[config.mk]
export PLATFORM = sky130hd
export DESIGN_NAME = mdl_mlkem_modmul_pipe
export DESIGN_NICKNAME = d
export VERILOG_FILES = /design/src/rtl/mdl_mlkem_modmul_pipe.sv
export SDC_FILE = /design/constraint.sdc
export NUM_CORES = 2
export LEC_CHECK = 0
export BUFFER_PORTS_ARGS = -buffer_cell sky130_fd_sc_hd__buf_4
export CORE_MARGIN = 5
export CORE_UTILIZATION = 25
export DETAILED_ROUTE_END_ITERATION = 6
export PLACE_DENSITY_LB_ADDON = 0.12
export SLEW_MARGIN = 40
export SYNTH_ARGS = -nofsm -noshare
export SYNTH_HDL_FRONTEND = slang
export SYNTH_SLANG_ARGS = --single-unit
[constraint.sdc]
create_clock -name iClk -period 7.7 [get_ports iClk]
set_input_delay 0.77 -clock iClk [delete_from_list [all_inputs] [get_ports iClk]]
set_output_delay 0.77 -clock iClk [all_outputs]
set_load 0.01 [all_outputs]
[src/rtl/mdl_mlkem_modmul_pipe.sv]
// ----------------------------------------------------------------------------
// mdl_mlkem_modmul_pipe
//
// Purpose: three-stage pipelined, multi-lane modular multiplier for the NTT
// datapath. Each lane computes (a*b [+ c]) mod PRM_Q with Barrett reduction.
// PRM_Q may be any odd modulus below 2^PRM_W.
//
// Optional feature macro: MLKEM_MODMUL_ACC_EN
//   defined     -> port iAcc exists and every lane computes (a*b + c) mod Q
//   not defined -> iAcc is absent and c is treated as 0
//
// Ports:
//   iClk       clock, all state changes on the rising edge
//   iRstn      asynchronous active-low reset
//   iValid     upstream operands valid
//   oSrcReady  block accepts operands this cycle
//   iSrc1      operand a, lane n in bits [n*W +: W]
//   iSrc2      operand b, same packing
//   iAcc       addend c, same packing (MLKEM_MODMUL_ACC_EN only)
//   iTag       sideband tag, carried unchanged alongside the data
//   oValid     result valid
//   iDstReady  downstream accepts the result
//   oDst       per-lane result, always in [0, Q)
//   oTag       tag of the transaction on oDst
//   oBusy      any stage holds a valid transaction
//
// Handshake: an input transfer happens on a rising edge where
// iValid && oSrcReady, an output transfer on a rising edge where
// oValid && iDstReady. The whole pipe moves as one unit:
// adv = !oValid || iDstReady. When adv is high every stage shifts by one
// (bubbles included); when low every stage holds, so oDst/oTag are stable
// during a stall. oSrcReady is adv itself, so an accept can happen in the
// same cycle iDstReady rises.
// ----------------------------------------------------------------------------
module mdl_mlkem_modmul_pipe #(
  parameter int          PRM_Q     = 3329,
  parameter int          PRM_W     = 12,
  parameter int          PRM_LANES = 2,
  parameter int          PRM_TAG_W = 8,
  parameter logic [63:0] PRM_MU    = (64'd1 << (2 * PRM_W)) / 64'(PRM_Q)
) (
  input  logic                       iClk,
  input  logic                       iRstn,
  input  logic                       iValid,
  output logic                       oSrcReady,
  input  logic [PRM_LANES*PRM_W-1:0] iSrc1,
  input  logic [PRM_LANES*PRM_W-1:0] iSrc2,
`ifdef MLKEM_MODMUL_ACC_EN
  input  logic [PRM_LANES*PRM_W-1:0] iAcc,
`endif
  input  logic [PRM_TAG_W-1:0]       iTag,
  output logic                       oValid,
  input  logic                       iDstReady,
  output logic [PRM_LANES*PRM_W-1:0] oDst,
  output logic [PRM_TAG_W-1:0]       oTag,
  output logic                       oBusy
);

  localparam int W  = PRM_W;
  localparam int L  = PRM_LANES;
  localparam int PW = 2 * PRM_W;   // product width
  localparam int RW = PRM_W + 2;   // Barrett remainder width, holds [0, 3Q)

  localparam logic [PW-1:0] MU  = PW'(PRM_MU);
  localparam logic [PW-1:0] Q_P = PW'(PRM_Q);
  localparam logic [RW-1:0] Q_1 = RW'(PRM_Q);
  localparam logic [RW-1:0] Q_2 = RW'(2 * PRM_Q);

  // --------------------------------------------------------------------------
  // Addend source
  // --------------------------------------------------------------------------
  logic [L*W-1:0] acc_term;
`ifdef MLKEM_MODMUL_ACC_EN
  assign acc_term = iAcc;
`else
  assign acc_term = '0;
`endif

  // --------------------------------------------------------------------------
  // Pipeline registers
  // --------------------------------------------------------------------------
  logic           s1_v, s2_v, s3_v;
  logic [PRM_TAG_W-1:0] s1_tag, s2_tag, s3_tag;
  logic [PW-1:0]  s1_p [L];
  logic [PW-1:0]  s2_p [L];
  logic [PW-1:0]  s2_t [L];
  logic [L*W-1:0] s3_dst;

  // Next-stage values
  logic [PW-1:0]  p_d   [L];
  logic [PW-1:0]  t_d   [L];
  logic [RW-1:0]  r_raw [L];
  logic [W-1:0]   r_d   [L];

  logic adv;

  assign adv       = !s3_v || iDstReady;
  assign oSrcReady = adv;
  assign oValid    = s3_v;
  assign oDst      = s3_dst;
  assign oTag      = s3_tag;
  assign oBusy     = s1_v || s2_v || s3_v;

  // --------------------------------------------------------------------------
  // Per-lane arithmetic
  //   S1: p = a*b (+c); max value 2^2W - 2^W, so it fits in 2W bits.
  //   S2: t = (p*MU) >> 2W, the Barrett quotient estimate, short by <= 2.
  //   S3: r = p - t*Q lies in [0, 3Q). The subtraction is done modulo 2^2W
  //       and truncated to W+2 bits; since the true value is non-negative
  //       and below 3Q < 2^(W+2), the truncation is exact. Two conditional
  //       subtracts bring r into [0, Q).
  // --------------------------------------------------------------------------
  always_comb begin
    for (int l = 0; l < L; l++) begin
      p_d[l]   = PW'(iSrc1[l*W +: W]) * PW'(iSrc2[l*W +: W])
               + PW'(acc_term[l*W +: W]);
      t_d[l]   = PW'(({{PW{1'b0}}, s1_p[l]} * {{PW{1'b0}}, MU}) >> PW);
      r_raw[l] = RW'(s2_p[l] - s2_t[l] * Q_P);
      if (r_raw[l] >= Q_2) begin
        r_d[l] = W'(r_raw[l] - Q_2);
      end else if (r_raw[l] >= Q_1) begin
        r_d[l] = W'(r_raw[l] - Q_1);
      end else begin
        r_d[l] = W'(r_raw[l]);
      end
    end
  end

  // --------------------------------------------------------------------------
  // Stage registers: all stages move together on adv. Data registers load
  // even when the incoming valid is 0; the valid bit alone qualifies them.
  // --------------------------------------------------------------------------
  always_ff @(posedge iClk or negedge iRstn) begin
    if (!iRstn) begin
      s1_v   <= 1'b0;
      s2_v   <= 1'b0;
      s3_v   <= 1'b0;
      s1_tag <= '0;
      s2_tag <= '0;
      s3_tag <= '0;
      s3_dst <= '0;
      for (int l = 0; l < L; l++) begin
        s1_p[l] <= '0;
        s2_p[l] <= '0;
        s2_t[l] <= '0;
      end
    end else if (adv) begin
      s1_v   <= iValid;
      s2_v   <= s1_v;
      s3_v   <= s2_v;
      s1_tag <= iTag;
      s2_tag <= s1_tag;
      s3_tag <= s2_tag;
      for (int l = 0; l < L; l++) begin
        s1_p[l]            <= p_d[l];
        s2_p[l]            <= s1_p[l];
        s2_t[l]            <= t_d[l];
        s3_dst[l*W +: W]   <= r_d[l];
      end
    end
  end

endmodule

Word level (Yosys, flattened, before mapping)
Cells that the tools add are included.
{ "word_totals": {"reg_bits": 153, "input_bits": 60, "out_inout_bits": 35} }
{ "op_classes": {"n_addsub": 6, "mul": 6, "n_lt_le_gt_ge": 4, "n_mux": 4, "reduce_logical": 4} }
{ "op_table": {"columns": ["op", "count"], "rows": [
  ["multiplier 24 x 13 -> 37 bit (second input constant)", 2],
  ["multiplier 12 x 12 -> 24 bit", 2],
  ["2-to-1 mux 12 bit", 4],
  ["subtractor 12 bit (second input constant)", 4],
  [">= comparator 14 x 12 -> 1 bit (second input constant)", 2],
  [">= comparator 14 x 13 -> 1 bit (second input constant)", 2],
  ["multiplier 13 x 12 -> 14 bit (second input constant)", 2],
  ["subtractor 14 bit", 2],
  ["logical OR 1 bit", 3],
  ["logical NOT 1 bit", 1]
]} }

Logic depth before layout (Yosys ltp)
{ "depth": {"depth_word": 5, "ltp_mapped": 22, "mapped_depth_nobuf": 21} }

Worst setup path after synthesis
Ideal clock, no wire load.
{ "synth_timing": {"path_type": "input -> register", "from": "input port iSrc2[15]", "to": "register s1_p[23] in the netlist's numbering", "t_arrival_ps": 5459, "required_ps": 7564, "path_slack_ps": 2105, "path_stages": 20, "path_cell_list": "clkbuf_1 > nand2_1 > fa_1 > fa_1 > inv_1 > ha_1 > fa_1 > inv_1 > fa_1 > inv_1 > ha_1 > and3_1 > a221oi_1 > a211oi_1 > o2111ai_1 > a31oi_1 > a211oi_1 > a21oi_1 > xnor2_1 > o21ai_0"} }
{ "synth_via": {"elab_chain_cells": 1} }
{ "synth_rtl": {"columns": ["element", "line", "source"], "rows": [
  ["from (decl)", "47", "input logic [PRM_LANES*PRM_W-1:0] iSrc2,"],
  ["multiplier 12 x 12 -> 24 bit", "115", "p_d[l] = PW'(iSrc1[l*W +: W]) * PW'(iSrc2[l*W +: W])"],
  ["to (signal, indexed assignment)", "155", "s1_p[l] <= p_d[l];"],
  ["to (decl)", "84", "logic [PW-1:0] s1_p [L];"]
]} }
Every way passes these cells.
A chain may end at the register's enable or synchronous reset.

Worst setup path in the final report
{ "layout_timing": {"from": "register s1_p[44] in the netlist's numbering", "to": "register s2_t[36] in the netlist's numbering"} }
{ "layout_via": {"elab_chain_cells": 1} }
{ "layout_rtl": {"columns": ["element", "line", "source"], "rows": [
  ["multiplier 24 x 13 -> 37 bit", "117", "t_d[l] = PW'(({{PW{1'b0}}, s1_p[l]} * {{PW{1'b0}}, MU}) >> PW);"],
  ["to (signal, indexed assignment)", "157", "s2_t[l] <= t_d[l];"],
  ["to (decl)", "86", "logic [PW-1:0] s2_t [L];"]
]} }
Every way passes these cells.

==> flow_metrics.py <==
metrics = {
    "status": {
        "result_of_the_run": "finished clean",
    },
    "sta": {
        "fin_crit_sh_pct": 79.0,
        "maxSlewHeadroom_pct": 47.4,
        "rsz0062_at_grt": "false",
        "fin_worst_skew_ns": 0.0207,
        "tightestPinTransition_ns": 0.784,
        "final_hold_vio_count": 0,
        "finalWorstPathRequiredPeriod_ns": 6.09,
        "finalMaxSlewViolations": 0,
        "max_freq_ghz": 0.164,
        "finalHoldWorstSlack_ns": 0.245,
        "finalSetupViolations": 0,
        "timing.setup.tns_ns": 0,
    },
    "critical_path": {
        "worstPathCellList": "inv_1 > fa_1 > fa_1 > inv_1 > fa_1 > fa_1 > inv_1 > fa_1 > inv_1 > ha_1 > and3_1 > o2111ai_1 > o41ai_1 > a211oi_1 > nor3_1 > nor3_1 > o311a_1",
        "crit_path_end_kind": "flip-flop",
        "largest_fanout_on_the_critical_path": 6,
        "critPathMaxStageDelay_ns": 0.77,
        "worst-setup-path-type": "flip-flop to flip-flop",
        "timing.critical_path.slowest_stage_cell": "sky130_fd_sc_hd__o41ai_1",
        "worst_endpoint_required_time_ns": 8.07,
        "cp_top_family": "adder cells",
        "crit_path_start_kind": "flip-flop",
        "path_common_cell": "sky130_fd_sc_hd__fa_1",
        "arrival_time_worst_endpoint_ns": 6.46,
        "worstPathBufferInverterCount": 4,
    },
    "placed_design": {
        "routabilityCongestion": 0.760,
        "port_buffers": 94,
        "dp_hpwl_um": 61200,
    },
    "grt": {
        "largest_net_degree_at_the_start_of_global_routing": 163,
        "global_route_wire_length_before_repair_um": 124000,
        "gr-usage-all-layers_pct": 12.3,
        "initial_antenna_violation_count": 0,
        "via_count_of_the_first_global_routing_pass": 21900,
        "grt_remaining_overflow": 0,
    },
    "synth": {
        "synth_warnings": 0,
        "syn-cell-area_sq_mm": 0.0292,
        "synth_enable_flop_cells": 0,
        "synth_cell_type_count": 93,
        "flip_flop_cell_with_the_highest_count_after_synthesis": "sky130_fd_sc_hd__dfrtp_1",
        "synth-seq-area-share_pct": 13.1,
        "synthesis.instances": 3126,
        "synth_seq_cells": 153,
        "async_flop_share_pct": 100,
        "avgSynthCellArea_sq_um": 9.35,
        "post_syn_nets": 4114,
    },
    "finish": {
        "post_route_cells_drive_above_1_share_pct": 5.55,
        "antenna_cells": 0,
        "layout.filler_cells": 12500,
        "syn2layout_area_growth_pct": 10.2,
        "count_of_nets_after_finishing": 4147,
        "layout_commonest_cell": "sky130_fd_sc_hd__inv_1",
        "layout_common_cells": "sky130_fd_sc_hd__inv_1, sky130_fd_sc_hd__fa_1, sky130_fd_sc_hd__ha_1",
    },
    "floorplan": {
        "start_util_pct": 25.2,
        "floorplan.die_area_sq_mm": 0.124,
        "rows": 125,
        "io_pins": 95,
        "dieWidth_um": 352,
        "die_h_um": 352,
        "design.core.area_sq_mm": 0.116,
    },
    "clocking": {
        "htree_num_levels": 4,
        "clock_path_buffers": 2,
        "insertion_delay_ns": 0.49,
        "cts.repair_timing.setup_buffer_count": 0,
        "clock_tree_from_tritoncts": "yes",
        "clkSlewWorstSetupHoldPaths_ns": 0.08,
        "post_cts_resize_count": 0,
        "cts_root_buffer": "sky130_fd_sc_hd__clkbuf_16",
        "cts_buffers": 17,
        "cts_hold_buf": 0,
        "clock_sinks": 153,
    },
    "min_path": {
        "worst_hold_path_type": "input pin to async pin",
    },
    "detailed_routing": {
        "drtIter0Drc": 847,
        "drt-wirelength-per-cell_um": 15.7,
        "drtPass1Iterations": 5,
        "total_number_of_vias": 20000,
        "route.detailed.drc": 0,
        "detail-route-antenna-nets": 0,
        "detail_route.vias_per_cell": 4.26,
        "wirelength_um": 73800,
    },
    "flow_run": {
        "cap_viol_max_count": 0,
    },
}
[through the flow]
| step | utilization [%] | instances | instance area [sq um] | setup WS, ns |
|---|---|---|---|---|
| 2_1_floorplan | - | 3126 | 29200 | 2.11 |
| 3_3_place_gp | 27.2 | 4662 | 31600 | 1.63 |
| 3_5_place_dp | 27.2 | 4662 | 31600 | 1.53 |
| 4_1_cts | 27.7 | 4694 | 32200 | 1.50 |
| 5_1_grt | 27.7 | 4696 | 32200 | 1.16 |
| 6_report | 27.7 | 4696 | 32200 | 1.61 |
[path summary, 6_finish.rpt]
| check | startpoint | to | slack (ns) | cells past startpoint |
|---|---|---|---|---|
| hold / removal | iRstn | oTag[7]$_DFFE_PN0P_ | 0.25 | 1 |
| max in group asynchronous | iRstn | s2_p[13]$_DFFE_PN0P_ | 6.32 | 2 |
| setup / recovery | s1_p[44]$_DFFE_PN0P_ | s2_t[36]$_DFFE_PN0P_ | 1.61 | 17 |
| min in group iClk | s2_tag[7]$_DFFE_PN0P_ | s2_tag[7]$_DFFE_PN0P_ | 0.47 | 2 |
| setup reg to reg | s1_p[44]$_DFFE_PN0P_ | s2_t[36]$_DFFE_PN0P_ | 1.61 | 17 |
| hold reg to reg | s2_tag[7]$_DFFE_PN0P_ | s2_tag[7]$_DFFE_PN0P_ | 0.47 | 2 |
[worst register-to-register path, cell delays in order, from the launching register on]
cell	delay, ns
sky130_fd_sc_hd__dfrtp_1	0.53
sky130_fd_sc_hd__inv_1	0.15
sky130_fd_sc_hd__fa_1	0.54
sky130_fd_sc_hd__fa_1	0.51
sky130_fd_sc_hd__inv_1	0.05
sky130_fd_sc_hd__fa_1	0.48
sky130_fd_sc_hd__fa_1	0.56
sky130_fd_sc_hd__inv_1	0.05
sky130_fd_sc_hd__fa_1	0.47
sky130_fd_sc_hd__inv_1	0.04
sky130_fd_sc_hd__ha_1	0.28
sky130_fd_sc_hd__and3_1	0.21
sky130_fd_sc_hd__o2111ai_1	0.18
sky130_fd_sc_hd__o41ai_1	0.77
sky130_fd_sc_hd__a211oi_1	0.23
sky130_fd_sc_hd__nor3_1	0.45
sky130_fd_sc_hd__nor3_1	0.13
sky130_fd_sc_hd__o311a_1	0.34
[flip-flops by register name, summed over array words and instances (netlist names)]
signal,cells
s1_v,1
s2_t,26
oDst,24
s2_p,28
s2_v,1
oTag,8
s1_p,48
oValid,1
s2_tag,8
s1_tag,8
[metal layers]
layer  share of wire (%)  track usage [%]
met1                  54             18.6
met2                  43             19.2
met3                 1.9             1.47
met4                0.69             1.73
met5                   0                0
[cell families after synthesis]
family	after synthesis	share of synthesized area (%)
buffers and inverters	731	9.43
multiplexers	4	0.146
XOR/XNOR	83	2.51
flip-flops	153	13.1
adder cells (fa/ha/maj)	928	51.9
AO/OA/AOI/OAI	405	9.64
AND/OR/NAND/NOR	822	13.3
[cell usage after synthesis, types with 4 or more instances]
| cell type | instances | area (sq um) |
|---|---|---|
| sky130_fd_sc_hd__nor3_1 | 27 | 135 |
| sky130_fd_sc_hd__a21oi_1 | 91 | 455 |
| sky130_fd_sc_hd__a21boi_1 | 4 | 30.0 |
| sky130_fd_sc_hd__o21ai_0 | 79 | 395 |
| sky130_fd_sc_hd__nor2b_1 | 13 | 81.3 |
| sky130_fd_sc_hd__a21o_1 | 33 | 248 |
| sky130_fd_sc_hd__nand3b_1 | 10 | 75.1 |
| sky130_fd_sc_hd__xor2_1 | 29 | 254 |
| sky130_fd_sc_hd__a221oi_1 | 4 | 35.0 |
| sky130_fd_sc_hd__or3_1 | 14 | 87.6 |
| sky130_fd_sc_hd__nand4_1 | 8 | 50.1 |
| sky130_fd_sc_hd__o2111ai_1 | 9 | 78.8 |
| sky130_fd_sc_hd__nor4b_1 | 6 | 52.6 |
| sky130_fd_sc_hd__nand3_1 | 44 | 220 |
| sky130_fd_sc_hd__a221o_1 | 6 | 60.1 |
| sky130_fd_sc_hd__o31a_1 | 5 | 43.8 |
| sky130_fd_sc_hd__a211oi_1 | 19 | 143 |
| sky130_fd_sc_hd__o211ai_1 | 20 | 150 |
| sky130_fd_sc_hd__or2_2 | 6 | 37.5 |
| sky130_fd_sc_hd__nand2b_1 | 9 | 56.3 |
| sky130_fd_sc_hd__o21ai_1 | 5 | 25.0 |
| sky130_fd_sc_hd__inv_1 | 641 | 2410 |
| sky130_fd_sc_hd__nor3b_1 | 15 | 113 |
| sky130_fd_sc_hd__xnor2_1 | 53 | 464 |
| sky130_fd_sc_hd__and2_1 | 111 | 694 |
| sky130_fd_sc_hd__and3_1 | 19 | 119 |
| sky130_fd_sc_hd__o21a_1 | 20 | 150 |
| sky130_fd_sc_hd__ha_1 | 456 | 5710 |
| sky130_fd_sc_hd__o41ai_1 | 7 | 61.3 |
| sky130_fd_sc_hd__dfrtp_1 | 153 | 3830 |
| sky130_fd_sc_hd__nor2_1 | 102 | 383 |
| sky130_fd_sc_hd__a31oi_1 | 19 | 119 |
| sky130_fd_sc_hd__a211o_1 | 7 | 61.3 |
| sky130_fd_sc_hd__o211a_1 | 9 | 90.1 |
| sky130_fd_sc_hd__buf_1 | 6 | 22.5 |
| sky130_fd_sc_hd__o31ai_1 | 17 | 128 |
| sky130_fd_sc_hd__clkbuf_1 | 80 | 300 |
| sky130_fd_sc_hd__or4_1 | 10 | 75.1 |
| sky130_fd_sc_hd__fa_1 | 472 | 9450 |
| sky130_fd_sc_hd__nand2_1 | 408 | 1530 |
[layout make-up]
| class | count | area [sq um] | share of cell area, % |
|---|---|---|---|
| clock buffers | 18 | 429 | 1.33 |
| inverters | 642 | 2410 | 7.50 |
| multi-input cells | 2242 | 22700 | 70.3 |
| flip-flops and latches | 153 | 3830 | 11.9 |
| repair buffers | 103 | 822 | 2.55 |
| well taps | 1524 | 1910 | 5.92 |
| clock inverters | 14 | 150 | 0.466 |
Power is left out: the tool's default activity adds up to more than one toggle a clock period on the data nets, which glitch-free logic cannot reach.
